$ cat config.mk
export PLATFORM = sky130hd
export DESIGN_NAME = npc_unit
export DESIGN_NICKNAME = d
export VERILOG_FILES = /design/src/rtl/npc_unit.sv
export SDC_FILE = /design/constraint.sdc
export NUM_CORES = 1
export LEC_CHECK = 0
export CORE_ASPECT_RATIO = 1.5
export CORE_MARGIN = 1
export CORE_UTILIZATION = 52
export DETAILED_ROUTE_END_ITERATION = 6
export PLACE_DENSITY = 0.95
export SYNTH_ARGS = -nofsm -noshare
export SYNTH_HDL_FRONTEND = slang
export SYNTH_SLANG_ARGS = --single-unit
$ cat constraint.sdc
create_clock -name clk -period 7 [get_ports clk]
set_input_delay 0.7 -clock clk [delete_from_list [all_inputs] [get_ports clk]]
set_output_delay 0.7 -clock clk [all_outputs]
set_load 0.01 [all_outputs]
$ cat src/rtl/npc_unit.sv
// Next-PC select for the single-cycle datapath: NPC/PCLink are zero-latency combinational, no backpressure.
// Redirect is the only state: one cycle after a non-sequential NPC, cleared asynchronously by rst_n.
module npc_unit (
  input  logic        clk,
  input  logic        rst_n,
  input  logic [31:2] PC,
  input  logic [25:0] dout,
  input  logic [1:0]  NPCOp,
  input  logic        Zero,
  input  logic [31:0] RData1,
  output logic [31:2] NPC,
  output logic [31:2] PCLink,
  output logic        Redirect
);

  localparam logic [1:0] OP_SEQ = 2'b00;
  localparam logic [1:0] OP_BEQ = 2'b01;
  localparam logic [1:0] OP_J   = 2'b10;
  localparam logic [1:0] OP_JR  = 2'b11;

  logic [31:2] pc_plus1;
  logic [31:2] br_off;
  logic        redirect_nxt;
  logic        unused_rdata_lo;

  assign pc_plus1 = PC + 30'd1;
  // Word-granular offset: sign-extending the 16-bit field is the byte offset imm<<2.
  assign br_off   = {{14{dout[15]}}, dout[15:0]};
  assign PCLink   = pc_plus1;

  // The byte-offset bits of the jr target are meaningless on a word-addressed PC.
  assign unused_rdata_lo = ^RData1[1:0];

  always_comb begin
    NPC = pc_plus1;
    unique case (NPCOp)
      OP_SEQ: NPC = pc_plus1;
      OP_BEQ: NPC = Zero ? (pc_plus1 + br_off) : pc_plus1;
      OP_J:   NPC = {pc_plus1[31:28], dout[25:0]};
      OP_JR:  NPC = RData1[31:2];
      default: NPC = pc_plus1;
    endcase
  end

  assign redirect_nxt = (NPC != pc_plus1);

  always_ff @(posedge clk or negedge rst_n) begin
    if (!rst_n) begin
      Redirect <= 1'b0;
    end else begin
      Redirect <= redirect_nxt;
    end
  end

endmodule

* After elaboration in Yosys (flattened, before gate mapping)
Index checks and enable logic that the tools add are counted.
** Storage, ports and cells
- Flip-flop bits (word level) :: 1
- Latch bits :: 0
- Output and inout bits :: 61
- Memories kept :: 0
- Word-level logic and storage cells :: 10
- RAM bits :: 0
- Input bits :: 93
- ROM bits :: 0
** Cells by class
- Add/sub/neg operators :: 2
- Eq/ne operators :: 4
- Divide/modulo/power cells :: 0
- Bitwise logic cells :: 0
- Order comparisons :: 0
- Shifts and indexed selects :: 0
- Mux-type cells :: 2
- Reduce and logical (&&, ||, !) cells :: 1
- $mul :: 0
** Operators with widths (count)
- one-hot mux 30 bit (4 select lines) :: 1
- adder 30 x 1 -> 30 bit (second input constant) :: 1
- adder 30 bit :: 1
- 2-to-1 mux 30 bit :: 1
- != test 30 bit :: 1
- equality test 2 bit (second input constant) :: 2
- equality test 2 x 1 -> 1 bit (second input constant) :: 1
- logical NOT 2 bit :: 1

* Longest topological paths before layout
- Depth after elaboration :: 5
- Mapped depth :: 19
- Mapped depth without buffers :: 19

* Worst setup path before layout
No wires, ideal clock.
- Path type :: input-to-output
- Start :: in PC[2] (netlist name)
- End :: out NPC[31] (netlist name)
- Path buffers :: 0
- Cell stages on the path :: 15
- Slack :: 2.356 ns
- Arrival :: 3.944 ns
- Required time :: 6.300 ns
- Cell sequence :: ha_1 > nand4_2 > nor2_1 > xor2_1 > ha_1 > a21oi_1 > o21ai_0 > o311ai_0 > o2111a_1 > o21a_1 > nand4b_1 > o2111a_1 > nand3_1 > o21ai_0 > a21oi_1
** On the way
- Word-level cells in the longest chain between the ends :: 4
** Ends and longest elaborated chain
- start: declaration :: RTL line 6 : input logic [31:2] PC,
- adder 30 x 1 -> 30 bit :: RTL line 26 : assign pc_plus1 = PC + 30'd1;
- net PCLink, one bit :: RTL line 12 : output logic [31:2] PCLink,
- adder 30 bit :: RTL line 38 : OP_BEQ: NPC = Zero ? (pc_plus1 + br_off) : pc_plus1;
- 2-to-1 mux 30 bit :: RTL line 38
- one-hot mux 30 bit (4 select lines) :: RTL line 36 : unique case (NPCOp)
- end: declaration :: RTL line 11 : output logic [31:2] NPC,
The timed path passes the listed nets, and every way through them passes these cells.

* Worst setup path after layout
- Start :: in PC[3] (netlist name)
- End :: out NPC[28] (netlist name)
** On the way
- Word-level cells in the longest chain between the ends :: 4
** Ends and longest elaborated chain (RTL line)
- adder 30 x 1 -> 30 bit * :: 26
- adder 30 bit :: 38
- 2-to-1 mux 30 bit :: 38
- one-hot mux 30 bit (4 select lines) * :: 36
Every way passes the cells marked *; elsewhere a longest branch is shown, timed or not.

==> flow_metrics.py <==
metrics = {
    "clocking": {
        "clk_pin_slew_ns": 0,
        "ctsHoldBuffers": 0,
        "post_cts_buffers": 0,
        "cts_resized": 0,
    },
    "synthesis": {
        "synth_flop_cell": "dfrtp_1",
        "ys_warn_count": 0,
        "syn_nets": 872,
        "avgSynthCellArea_um2": 6.19,
        "synth_seq_area_share": 0.00544,
        "synth_top_family_by_area": "compound AO/OA/AOI/OAI gates",
        "synthTopCellsByArea": "a21oi_1 (11%), ha_1 (9.5%), nand2_1 (7.2%)",
        "syn_inst": 743,
        "synth_compound_area_frac": 0.388,
        "synth_xor_area_frac": 0.112,
        "synth_seq_cells": 1,
        "synthDistinctLibCells": 76,
        "muxShareOfSynthArea": 0.0199,
        "synth_edf_count": 0,
        "syn_area_um2": 4600,
        "netlist.area_leader.share": 0.107,
        "synth_simple_gate_area_frac": 0.322,
        "yosysTopAreaCell": "a21oi_1",
        "ys_async_sr_fraction": 1.00,
        "synthAdderAreaFrac": 0.0996,
    },
    "final_layout": {
        "drive_gt1_frac": 0.0500,
        "multiInputGateArea_um2": 4320,
        "regMostFlops": "Redirect",
        "reg_top3": "Redirect x1",
        "final_cell_area_um2": 6250,
        "largest_reg_flops": 1,
        "seq_area_um2": 25.0,
        "final_nets": 1011,
        "fill_cells": 744,
        "areaGrowthSynthToFinish_pct": 35.9,
        "num_antenna_cells": 0,
    },
    "worst_setup_path": {
        "slowest_stage": "clkdlybuf4s50_1",
        "cp_top_family": "compound AO/OA/AOI/OAI gates",
        "critPathCaptureType": "primary output",
        "max_stage_delay_ns": 0.57,
        "critPathKind": "in2out",
        "required_ns": 6.30,
        "cp.arrival_ns": 5.82,
        "crit_path_start_kind": "primary input",
        "crit_chain": "clkdlybuf4s50_1 > ha_1 > nand4_2 > nor4_4 > nand2_1 > xor2_1 > inv_1 > ha_1 > nand2_1 > nor2_1 > a211oi_1 > o221ai_1 > a21o_1 > a21oi_1 > o21ai_0 > xnor2_1 > nor2_1 > a21oi_1 > o21ai_0 > clkdlybuf4s50_1",
        "crit_buf_inv": 3,
        "cp_max_fo": 7,
    },
    "power_and_ir_drop": {
        "p_per_area_nw_per_um2": 93.0,
        "switching_power_uw": 326,
        "switching_share": 0.561,
        "clockPowerShare": 0,
        "p_leak_uw": 0.00250,
        "seqPwrFrac": 0.010,
        "p_int_uw": 255,
        "peakVddDrop_v": 0.0000526,
        "combPwrFrac": 0.990,
    },
    "worst_hold_path": {
        "min_path_type": "in2async",
    },
    "sta": {
        "setup_viol": 0,
        "period_share": 0.932,
        "rsz0062_at_grt": "false",
        "post-route-min-period_ns": 6.52,
        "hold_viol": 0,
        "slew_viol_final": 0,
        "tns_ns": 0,
        "slew_headroom": 0.278,
        "worstMarginPinSlew_ns": 1.08,
        "clock.fmax_ghz": 0.153,
    },
    "grt": {
        "antenna_found_initial": 0,
        "gr-usage-all-layers": 0.449,
        "grt_pass1_vias": 6393,
        "use_met1": 0.444,
        "grt_overflow_total": 0,
        "grt_max_degree": 57,
        "gr-max-usage-layer": "met2",
        "use_met3": 0.0643,
        "grt_first_pass_wirelength_um": 32100,
        "use_met2": 0.816,
    },
    "flow_run": {
        "cap_violations": 0,
    },
    "routing": {
        "routedWlPerCell_um": 21.4,
        "final_antenna_net_count": 0,
        "drcViolationCount": 2,
        "viasPerCell": 6.79,
        "routed_wl_um": 21100,
        "vias": 6703,
        "firstDrtPassIters": 7,
        "dr.first_iter.drc_count": 664,
    },
    "floorplanning": {
        "start_util": 0.540,
        "die_y_um": 117,
        "fp.dieW_um": 78.8,
        "row_count": 41,
        "core_um2": 8520,
        "ios": 154,
        "die_area_um2": 9230,
    },
    "placed_design": {
        "gp_congestion": 1.07,
        "dpl-instance-area_um2": 6250,
        "dp.final_hpwl_um": 16700,
        "io_buffers": 151,
    },
    "status": {
        "outcome": "finished with violations",
        "violations": "DRC",
    },
}
-- synthesized netlist by cell type (all sizes together), types with 4 or more instances --
cell and number:
clkbuf 27, xnor2 31, inv 31, ha 35, a211oi 12, o21a 6, o22ai 14, a2111oi 4
a32oi 6, nor2b 5, buf 7, xor2 25, nand2 89, a31oi 9, nand3 29, nor2 79
o21bai 7, nor3 15, a2bb2oi 8, nor4 11, o21ai 59, mux2i 8, nand4 15, and2 8
and3 15, a21oi 98, a21o 11, nand2b 11, o211ai 6, o311ai 5
-- placed cells by master (no fill, tap or decap), types with 5 or more instances in the layout --
cell and count:
a31oi_1 9, ha_1 35, mux2i_1 8, inv_1 30
a32oi_1 6, o21ai_0 56, a2bb2oi_1 8, a21oi_1 98
buf_4 20, nand4_1 12, xnor2_1 29, nor2_1 79
o21a_1 6, nor2b_1 5, and3_1 15, o311ai_0 5
nor4_1 8, nand3_1 27, a21o_1 11, o21bai_1 7
nor3_1 15, xor2_1 24, a211oi_1 12, clkdlybuf4s50_1 149
o22ai_1 14, and2_1 7, o211ai_1 6, nand2_1 88
nand2b_1 11
-- power groups by stage --
stage	sequential, µW	combinational [µW]	clock, µW
finish	5.89	575	0
global route	5.89	612	0
CTS	5.89	557	0
detailed placement	5.89	553	0
global placement	5.89	543	0
floorplan	5.89	326	0
-- layer usage --
layer	routed length (µm)	up-vias
met4	2020	0
met5	0	-
met2	10300	491
li1	-	3061
met3	1840	140
met1	6930	3011
-- cell type report --
type                            instances  share of cell area
Inverter                               31              0.0186
Multi-Input combinational cell        677               0.692
Sequential cell                         1             0.00400
Tap cell                              107              0.0214
Timing Repair Buffer                  171               0.264
-- metrics by stage --
step                      worst slack [ns]  hold WS, ns  instances  total power [µW]   util
after global routing                 0.128        0.861        987               618  0.734
after floorplan                       2.36        0.404        743               332      -
after detailed placement             0.638        0.854        987               559  0.734
after global placement               0.761        0.849        987               549  0.734
after CTS                            0.613        0.857        987               563  0.734
final                                0.476        0.855        987               581  0.734
-- final timing paths --
| path | startpoint | to | slack [ns] | depth (start not counted) |
|---|---|---|---|---|
| max in group asynchronous | rst_n | Redirect | 6.04 | 1 |
| worst max-delay path | PC[3] | NPC[28] | 0.48 | 20 |
| worst min-delay path | rst_n | Redirect | 0.85 | 1 |
| min in group clk | Redirect | Redirect | 1.50 | 1 |
-- cells by family after synthesis --
family          count (synthesis)
compound gates                281
buf+inv                        65
simple gates                  295
mux                             9
fa+ha+maj                      36
flops                           1
xor+xnor                       56
No activity file was read; power rests on OpenSTA's default activity.
